**src/rtl/tcb_lib_register_response.sv**
```systemverilog
// TCB response-path register slice: request passes through combinationally,
// manager response is registered, so a read delay of DLY becomes DLY+1 on sub.
module tcb_lib_register_response #(
    parameter  int unsigned AW  = 32,
    parameter  int unsigned DW  = 32,
    parameter  int unsigned DLY = 1,
    localparam int unsigned BEW = DW/8,
    localparam int unsigned PW  = $clog2(DLY+2)
)(
    input  logic           clk,
    input  logic           rst_n,
    input  logic           sub_vld,
    input  logic           sub_wen,
    input  logic [AW-1:0]  sub_adr,
    input  logic [BEW-1:0] sub_ben,
    input  logic [DW-1:0]  sub_wdt,
    output logic           sub_rdy,
    output logic [DW-1:0]  sub_rdt,
    output logic           sub_err,
    output logic           sub_rsv,
    output logic           man_vld,
    output logic           man_wen,
    output logic [AW-1:0]  man_adr,
    output logic [BEW-1:0] man_ben,
    output logic [DW-1:0]  man_wdt,
    input  logic           man_rdy,
    input  logic [DW-1:0]  man_rdt,
    input  logic           man_err,
    output logic [PW-1:0]  pend,
    output logic           idle
);

    logic           trn;
    logic           cap;
    logic           cwen;
    logic [DLY:0]   trk;

    assign man_vld = sub_vld;
    assign man_wen = sub_wen;
    assign man_adr = sub_adr;
    assign man_ben = sub_ben;
    assign man_wdt = sub_wdt;
    assign sub_rdy = man_rdy;

    assign trn = sub_vld & sub_rdy;

    always_ff @(posedge clk or negedge rst_n) begin
        if (!rst_n) begin
            trk <= '0;
        end else begin
            trk[0] <= trn;
            for (int unsigned i = 1; i <= DLY; i++) begin
                trk[i] <= trk[i-1];
            end
        end
    end

    // The last tracking stage is cap delayed by one edge, i.e. the response strobe.
    assign sub_rsv = trk[DLY];

    generate
        if (DLY == 0) begin : g_cap_direct
            assign cap  = trn;
            assign cwen = sub_wen;
        end else begin : g_cap_line
            logic [DLY-1:0] wtk;

            always_ff @(posedge clk or negedge rst_n) begin
                if (!rst_n) begin
                    wtk <= '0;
                end else begin
                    wtk[0] <= sub_wen;
                    for (int unsigned i = 1; i < DLY; i++) begin
                        wtk[i] <= wtk[i-1];
                    end
                end
            end

            assign cap  = trk[DLY-1];
            assign cwen = wtk[DLY-1];
        end
    endgenerate

    always_ff @(posedge clk or negedge rst_n) begin
        if (!rst_n) begin
            sub_rdt <= '0;
            sub_err <= 1'b0;
        end else if (cap) begin
            sub_err <= man_err;
            if (!cwen) begin
                sub_rdt <= man_rdt;
            end
        end
    end

    always_ff @(posedge clk or negedge rst_n) begin
        if (!rst_n) begin
            pend <= '0;
        end else if (trn && !cap) begin
            pend <= pend + PW'(1);
        end else if (!trn && cap) begin
            pend <= pend - PW'(1);
        end
    end

    assign idle = (pend == '0);

    generate
        if (DLY > 15) begin : g_bad_dly
            $error("tcb_lib_register_response: DLY must be in 0..15");
        end
    endgenerate

    a_pend_max: assert property (@(posedge clk) disable iff (!rst_n)
        int'(pend) <= int'(DLY) + 1);

    a_rsv_dec: assert property (@(posedge clk) disable iff (!rst_n)
        sub_rsv |-> (int'(pend) + 1 == int'($past(pend)) + int'($past(trn))));

endmodule

```
**config.mk**
```make
export PLATFORM = sky130hd
export DESIGN_NAME = tcb_lib_register_response
export DESIGN_NICKNAME = d
export VERILOG_FILES = /design/src/rtl/tcb_lib_register_response.sv
export SDC_FILE = /design/constraint.sdc
export NUM_CORES = 1
export LEC_CHECK = 0
export CORE_MARGIN = 1.5
export CORE_UTILIZATION = 29
export DETAILED_ROUTE_END_ITERATION = 16
export HOLD_SLACK_MARGIN = 0.1
export PLACE_DENSITY_LB_ADDON = 0.08
export SYNTH_ARGS = -nofsm -noshare
export SYNTH_HDL_FRONTEND = slang
export SYNTH_SLANG_ARGS = --single-unit
```
**constraint.sdc**
```tcl
create_clock -name clk -period 1.6 [get_ports clk]
set_input_delay 0.4 -clock clk [delete_from_list [all_inputs] [get_ports clk]]
set_output_delay 0.4 -clock clk [all_outputs]
set_load 0.02 [all_outputs]
```
# Yosys cells after proc, flatten, opt, wreduce, memory -nomap -nowiden
# Index checks and enable logic that the tools add are counted.
[word_totals]
ff_bits = 38
wordCells = 18
out_inout_bits = 108
input_bits = 106
[op_classes]
muxes = 2
reduce_logical = 7
bitwise = 2
add_sub_neg = 2
[op_table]
columns = ["cell", "n"]
rows = [
  ["$mux W2", 2],
  ["$add A2 B1 Y2 const B", 1],
  ["$logic_and A1 B1 Y1", 2],
  ["$logic_not A1 Y1", 2],
  ["$logic_not A2 Y1", 1],
  ["$reduce_and A2 Y1", 1],
  ["$reduce_bool A2 Y1", 1],
  ["$sub A2 B1 Y2 const B", 1],
  ["$and A1 B1 Y1", 1],
  ["$not A1 Y1", 1],
]

# Logic depth before layout (Yosys ltp)
# Gate-level depths: netlist (run 1).
[logic_depth]
depth_word = 5
mapped_depth = 5
mapped_depth_nobuf = 5

# Least setup slack after synthesis (run 1)
# No wires, ideal clock.
[synth_timing]
path_type = "register to output"
start = "register pend[0]"
end = "output idle"
stages_incl_launch_ff = 2
path_slack_ns = 0.394
t_arrival_ns = 0.806
n_path_buf = 0
required_time_ns = 1.200
path_cell_list = "dfrtp_1 > nor2_1"
[synth_via]
elab_chain_cells = 1
[synth_lines]
columns = ["item", "line_no", "text"]
rows = [
  ["from (decl)", "29", "output logic [PW-1:0] pend,"],
  ["from (signal assigned)", "100", "pend <= pend + PW'(1);"],
  ["from (signal assigned)", "102", "pend <= pend - PW'(1);"],
  ["$logic_not A2 Y1", "106", "assign idle = (pend == '0);"],
  ["to (decl)", "30", "output logic idle"],
]
# Every way passes these cells.

# Worst setup path after layout (run 1)
[layout_timing]
start = "input man_rdy"
end = "output sub_rdy"
[layout_rtl]
columns = ["item", "line_no", "text"]
rows = [
  ["from (decl)", "26", "input logic man_rdy,"],
  ["to (decl)", "17", "output logic sub_rdy,"],
]
# No word-level cell between the ends.

==> results of run 1 <==
-- sequential cells by signal, summed over array words and instances, names as in the netlist --
register and flops:
pend 2, trk 2, sub_err 1, sub_rdt 32, cwen 1
-- synthesized netlist by cell type --
cell	instances
sky130_fd_sc_hd__buf_4	71
sky130_fd_sc_hd__dfrtp_1	38
sky130_fd_sc_hd__mux2_4	30
sky130_fd_sc_hd__buf_8	3
sky130_fd_sc_hd__mux2_2	3
sky130_fd_sc_hd__nor2_1	2
sky130_fd_sc_hd__xor2_1	2
sky130_fd_sc_hd__and2_1	1
sky130_fd_sc_hd__ha_1	1
sky130_fd_sc_hd__inv_2	1
sky130_fd_sc_hd__nor2_8	1
sky130_fd_sc_hd__xnor2_1	1
-- per-stage QoR --
step	area (um2)	util	worst slack, ns
2_1_floorplan	2090	-	0.394
3_3_place_gp	2460	0.359	-0.369
3_5_place_dp	2460	0.359	-0.356
4_1_cts	2540	0.369	0.0127
5_1_grt	2530	0.369	0.0289
6_report	2530	0.369	0.0552
-- cell type report --
class / instances / area share
Timing Repair Buffer: 82 / 0.311
Inverter: 1 / 0.00148
Multi-Input combinational cell: 41 / 0.220
Clock buffer: 6 / 0.0326
Sequential cell: 38 / 0.375
Tap cell: 96 / 0.0474
Clock inverter: 1 / 0.0119
-- metal layers --
metal,vias up,GRT usage,routed length (um)
met3,27,0.0650,559
met4,0,0.0664,182
met2,98,0.195,2190
li1,455,-,-
met1,537,0.117,1560
met5,-,0,0
-- timing repair --
action | CTS | global route
setup endpoints to repair | 40 | 1
pin swaps | 0 | 0
hold endpoints to repair | 15 | 0
hold buffers | 1 | 0
gates resized for setup | 46 | 1
-- power breakdown --
part	internal [uW]	total [uW]	switching [uW]
clock network	499	826	327
registers	1150	1260	109
logic	527	1000	475
total	2170	3080	911
-- how the worst max path moves through the flow --
stage	start	end	slack, ns
3_3_place_gp	sub_wen	man_wen	-0.37
4_1_cts	sub_vld	man_vld	0.01
2_1_floorplan	pend[0]	idle	0.39
6_report	man_rdy	sub_rdy	0.06
5_1_grt	pend[1]	idle	0.03
3_5_place_dp	sub_wen	man_wen	-0.36
-- cells by family after synthesis --
family / Yosys count / synth area share
buffers and inverters: 75 / 0.278
DFF: 38 / 0.455
muxes: 33 / 0.232
and+or+nand+nor: 4 / 0.0162
xor gates and xnor gates: 3 / 0.0126
adders and majority gates: 1 / 0.00599
==> qor.log, run 1 <==
qor: outcome.run_status finished clean
qor: clock_tree.clkLatencyLatePin 0.29 ns
qor: timing.post-route-period-util 0.966
qor: critical_path.cp-end-kind output pin
qor: clock_tree.clock_path_buffers 2
qor: timing.final_hold_vios 0
qor: grt.wire_length_of_the_first_global_routing_pass 6720 um
qor: critical_path.worstSetupPathType input port to output pin
qor: logic_synthesis.synth_sequential_area_ratio 0.455
qor: logic_synthesis.post_synthesis_instance_area 0.00209 mm2
qor: timing.timing.clock.skew 0.00665 ns
qor: worst_hold_path.holdPathEnd trk[1]
qor: critical_path.regToRegSetupSlack 0.33 ns
qor: logic_synthesis.synth_cell_types 12
qor: critical_path.crit_path_required_time 1.20 ns
qor: timing.hold_ws 0.451 ns
qor: timing.minimum_clock_period_after_layout 1.54 ns
qor: timing.relSlewSlack 0.727
qor: logic_synthesis.synth.yosys.warnings 0
qor: route.drt_via_density 4.22
qor: logic_synthesis.yosys.area.top_type sky130_fd_sc_hd__dfrtp_1
qor: route.drt_iter0_drc 21
qor: cells_and_area.seqCellArea 951 um2
qor: placement.finalWeightedCongestion 0.741
qor: grt.grt_pass1_vias 1230
qor: route.wire_per_inst 17.0 um
qor: worst_hold_path.min-delay-start trk[0]
qor: cells_and_area.area.growth.synth_to_final 21.2%
qor: cells_and_area.layout_common_cells sky130_fd_sc_hd__dfrtp_1, sky130_fd_sc_hd__dlygate4sd2_1, sky130_fd_sc_hd__clkdlybuf4s50_1
qor: pwr.peakVddDrop 0.000545 V
qor: die.io_pins 214
qor: critical_path.worst-r2r-cell-count 4
qor: clock_tree.postCtsSetupRepairBufs 0
qor: critical_path.worstPathCellList clkdlybuf4s50_1 -> clkdlybuf4s15_2
qor: logic_synthesis.postSynthNetCount 261
qor: die.fp.dieArea 0.00772 mm2
qor: logic_synthesis.synth.ff_latch_count 38
qor: timing.setup_repair_after_global_routing_missed_its_margin no
qor: logic_synthesis.area_share_of_the_largest_cell_type_after_synthesis 0.455
qor: logic_synthesis.synthCells 154
qor: route.detail_route.wirelength 4490 um
qor: timing.final_report_setup_violation_count 0
qor: critical_path.critical_path.max_fanout 2
qor: timing.max_freq 647 MHz
qor: run.timing.max_cap.violations 0
qor: grt.gr-total-overflow 0
qor: route.drc_errors 0
qor: timing.worst_slew_pin_tran 0.410 ns
qor: cells_and_area.count_of_nets_after_finishing 276
qor: critical_path.crit_path_max_incr_delay 0.48 ns
qor: critical_path.timing.critical_path.arrival 1.14 ns
qor: critical_path.cp.buffers_inverters 2
qor: die.die_y 87.9 um
qor: timing.report.final.slew_viol_count 0
qor: clock_tree.cts_tree built
qor: cells_and_area.post_route_cells_drive_above_1_share 0.296
qor: critical_path.cpMaxStageDelayCell sky130_fd_sc_hd__clkdlybuf4s50_1
qor: grt.grt_antenna_before_repair 0
qor: die.fp-row-count 30
qor: logic_synthesis.top_area_cells_in_the_synthesized_netlist sky130_fd_sc_hd__dfrtp_1, sky130_fd_sc_hd__buf_4, sky130_fd_sc_hd__mux2_4, sky130_fd_sc_hd__buf_8, sky130_fd_sc_hd__mux2_2
qor: clock_tree.h-tree-depth 2
qor: die.initial_utilization 0.304
qor: pwr.power-per-cell-area 1220 mW/mm2
qor: die.floorplan.die.width 87.9 um
qor: critical_path.critical_path.reg2reg.endpoint sub_rdt[16]
qor: timing.totalNegativeSetupSlack 0 ns
qor: worst_hold_path.worst_hold_depth 0
qor: worst_hold_path.timing.hold.worst.class register to register
qor: grt.maximum_number_of_pins_on_one_net_before_global_route_repair 24
qor: clock_tree.numCtsBuffers 5
qor: route.detail_route.first_pass.iterations 2
qor: placement.post-place-cells 257
qor: route.via_count 1117
qor: critical_path.worstReg2RegStart trk[0]
qor: cells_and_area.filler_cell_count 691
qor: route.drt.antenna.violating_nets 0
qor: pwr.power 3080 uW
qor: clock_tree.clk_root_buffer_cell sky130_fd_sc_hd__clkbuf_8
qor: placement.numPortBuffers 77
qor: cells_and_area.mostFrequentLayoutCell sky130_fd_sc_hd__dfrtp_1
qor: cells_and_area.finish.cell_count_without_fillers 265
qor: cells_and_area.diodes 0
qor: clock_tree.clock_transition_at_the_registers_of_the_reported_paths 0.07 ns
qor: logic_synthesis.per_instance_average_area_after_synthesis 13.6 um2
qor: die.fp.coreArea 0.00687 mm2
qor: cells_and_area.multiInputGateArea 557 um2
qor: critical_path.sort_of_element_at_the_start_of_the_critical_path input port
qor: placement.dp_hpwl 3460 um
qor: clock_tree.tritoncts_num_sinks 38
qor: critical_path.critical_path_cell_count 2
qor: pwr.leakagePower 0.00117 uW
qor: grt.total_global_routing_track_utilization 0.118
qor: critical_path.cp_top_family buffers and inverters
No activity file was read; power rests on OpenSTA's default activity.
==> inputs of run 2 (changes only) <==
==> constraint.sdc (replaced) <==
create_clock -name clk -period 1.6 [get_ports clk]
set_input_delay 0.4 -clock clk [delete_from_list [all_inputs] [get_ports clk]]
set_output_delay 0.4 -clock clk [all_outputs]
set_load 0.1 [all_outputs]
==> qor.log, run 2 (synthesis gave the netlist of run 1 again) <==
qor: grt.grt_pass1_vias 1195 [-2.8%]
qor: clock_tree.numCtsBuffers 5 [unchanged]
qor: cells_and_area.count_of_nets_after_finishing 279 [+1.1%]
qor: timing.setup_repair_after_global_routing_missed_its_margin no
qor: route.via_count 1083 [-3.0%]
qor: cells_and_area.largest_registers sub_rdt x32, pend x2, trk x2
qor: cells_and_area.max_ffs_per_register 32 [unchanged]
qor: critical_path.crit_path_required_time 1.20 ns [about the same]
qor: route.wire_per_inst 18.0 um [+6.4%]
qor: critical_path.critical_path.reg2reg.endpoint sub_rdt[7]
qor: placement.numPortBuffers 77 [unchanged]
qor: die.floorplan.die.width 87.9 um [unchanged]
qor: worst_hold_path.timing.hold.worst.class input port to async pin
qor: timing.final_report_setup_violation_count 0 [unchanged]
qor: critical_path.worst-r2r-cell-count 4 [unchanged]
qor: route.detail_route.wirelength 4860 um [+8.0%]
qor: placement.finalWeightedCongestion 0.668 [-9.9%]
qor: clock_tree.clk_root_buffer_cell sky130_fd_sc_hd__clkbuf_8
qor: grt.maximum_number_of_pins_on_one_net_before_global_route_repair 39 [+63%]
qor: die.io_pins 214 [unchanged]
qor: route.met3WireLength 549 um [-1.8%]
qor: grt.total_global_routing_track_utilization 0.125 [+0.00709]
qor: timing.max_freq 642 MHz [-0.90%]
qor: timing.minimum_clock_period_after_layout 1.56 ns [+0.0140 ns]
qor: critical_path.sort_of_element_at_the_start_of_the_critical_path input port
qor: timing.hold_ws 0.166 ns [-0.285 ns]
qor: route.drc_errors 0 [unchanged]
qor: cells_and_area.post-route-util 0.433 [+0.0639]
qor: critical_path.cpMaxStageDelayCell sky130_fd_sc_hd__clkdlybuf4s50_1
qor: critical_path.crit_path_max_incr_delay 0.47 ns [about the same]
qor: pwr.p_switching 2320 uW [+150%]
qor: placement.dp_hpwl 3830 um [+11%]
qor: route.detail_route.first_pass.iterations 3 [+1]
qor: timing.timing.clock.skew 0.00493 ns [-0.00172 ns]
qor: die.initial_utilization 0.304 [unchanged]
qor: route.drt.antenna.violating_nets 0 [unchanged]
qor: timing.final_hold_vios 0 [unchanged]
qor: run.timing.max_cap.violations 0 [unchanged]
qor: critical_path.critical_path.max_fanout 2 [unchanged]
qor: pwr.cellInternalPower 2600 uW [+20%]
qor: critical_path.worstSetupPathType input port to output pin
qor: clock_tree.cts_tree built
qor: cells_and_area.register_bank_with_the_most_flops sub_rdt
qor: die.fp.coreArea 0.00687 mm2 [unchanged]
qor: die.fp.dieArea 0.00772 mm2 [unchanged]
qor: pwr.leakagePower 0.00133 uW [+13%]
qor: grt.grt_antenna_before_repair 0 [unchanged]
qor: pwr.pwr-share-seq 0.284 [-0.124]
qor: clock_tree.h-tree-depth 2 [unchanged]
qor: route.drt_via_density 4.03 [-4.5%]
qor: pwr.power-per-cell-area 1660 mW/mm2 [+36%]
qor: route.drt_iter0_drc 20 [-4.8%]
qor: cells_and_area.post_route_cells_drive_above_1_share 0.543 [+0.247]
qor: cells_and_area.layout_common_cells sky130_fd_sc_hd__buf_12, sky130_fd_sc_hd__dfrtp_1, sky130_fd_sc_hd__clkdlybuf4s50_1
qor: timing.relSlewSlack 0.677 [-0.0499]
qor: critical_path.cp-end-kind output pin
qor: pwr.peakVddDrop 0.00138 V [+150%]
qor: clock_tree.ctsResizeCount 0 [-100%]
qor: cells_and_area.diodes 0 [unchanged]
qor: critical_path.worstReg2RegStart trk[0]
qor: critical_path.worstPathCellList clkdlybuf4s50_1 -> buf_4 -> buf_12
qor: outcome.run_status finished clean
qor: timing.post-route-period-util 0.974 [+0.00875]
qor: route.top_layer met4
qor: cells_and_area.area.growth.synth_to_final 42.2%
qor: clock_tree.clkLatencyLatePin 0.29 ns [about the same]
qor: grt.gr-total-overflow 0 [unchanged]
qor: clock_tree.postCtsSetupRepairBufs 0 [unchanged]
qor: timing.totalNegativeSetupSlack 0 ns [unchanged]
qor: timing.report.final.slew_viol_count 0 [unchanged]
qor: die.fp-row-count 30 [unchanged]
qor: placement.post-place-cells 261 [+1.6%]
qor: pwr.netSwitchingFraction 0.471 [+0.176]
qor: clock_tree.clock_path_buffers 2 [unchanged]
qor: die.die_y 87.9 um [unchanged]
qor: cells_and_area.filler_cell_count 623 [-9.8%]
qor: clock_tree.clock_transition_at_the_registers_of_the_reported_paths 0.08 ns [about the same]
qor: route.wl_met1 1640 um [+4.9%]
qor: clock_tree.tritoncts_num_sinks 38 [unchanged]
qor: grt.wire_length_of_the_first_global_routing_pass 7000 um [+4.2%]
qor: route.met2_length 2580 um [+18%]
qor: cells_and_area.finish.cell_count_without_fillers 269 [+1.5%]
qor: cells_and_area.mostFrequentLayoutCell sky130_fd_sc_hd__buf_12
qor: timing.worst_slew_pin_tran 0.485 ns [+0.0748 ns]
qor: pwr.pwr-share-clk 0.140 [-0.128]
qor: clock_tree.holdBufCountCts 0 [-1]
qor: pwr.power_frac_comb 0.576 [+0.251]
qor: pwr.power 4920 uW [+59%]
qor: critical_path.timing.critical_path.arrival 1.16 ns [+0.02 ns]
qor: critical_path.regToRegSetupSlack 0.30 ns [-0.03 ns]
==> run 2: cell count changes in the layout (fill, tap and decap cells not counted), moves of 2 or more <==
cell	before	now
sky130_fd_sc_hd__dfrtp_2	0	2
sky130_fd_sc_hd__dfrtp_1	38	36
sky130_fd_sc_hd__buf_12	3	41
sky130_fd_sc_hd__dlygate4sd2_1	37	0
sky130_fd_sc_hd__buf_4	1	7
==> run 2: power groups by stage <==
stage / clock (uW) / combinational [uW] / sequential, uW
final: 690 / 2830 / 1400
after global routing: 764 / 2900 / 1420
after CTS: 713 / 2860 / 1400
after detailed placement: 0 / 2850 / 1420
after global placement: 0 / 2840 / 1410
after floorplan: 0 / 1250 / 2660
==> run 2: layout make-up <==
class / count / area (um2) / share of cell area
timing repair buffer: 85 / 1240 / 0.417
multi-input combinational: 41 / 564 / 0.190
clock inverter: 1 / 5.00 / 0.00168
tap: 96 / 120 / 0.0404
sequential: 38 / 953 / 0.321
inverter: 1 / 3.75 / 0.00126
clock buffer: 7 / 86.3 / 0.0291
==> run 2: stage by stage <==
stage	instance area, um2	setup slack, ns
6_report	2970	0.0412
3_5_place_dp	2880	-0.137
5_1_grt	2970	0.00774
4_1_cts	2970	0.0304
3_3_place_gp	2880	-0.0931
2_1_floorplan	2100	0.0211
==> run 2: routing by layer <==
metal / vias up / GRT usage
met4: 0 / 0.0462
met3: 16 / 0.0641
met5: - / 0
met2: 94 / 0.221
li1: 459 / -
met1: 514 / 0.125
==> run 2: worst max-delay path by stage <==
stage / slack (ns) / end / startpoint / cells after the start
after floorplan: 0.02 / idle / pend[1] / 1
after global placement: -0.09 / pend[1] / sub_vld / 6
after detailed placement: -0.14 / pend[1] / sub_vld / 5
after CTS: 0.03 / man_vld / sub_vld / 3
after global routing: 0.008 / man_vld / sub_vld / 3
final: 0.04 / man_vld / sub_vld / 3
==> run 2: critical path: cells and delay by family <==
family / cells / cell delay (ns)
buffers and inverters: 3 / 0.75
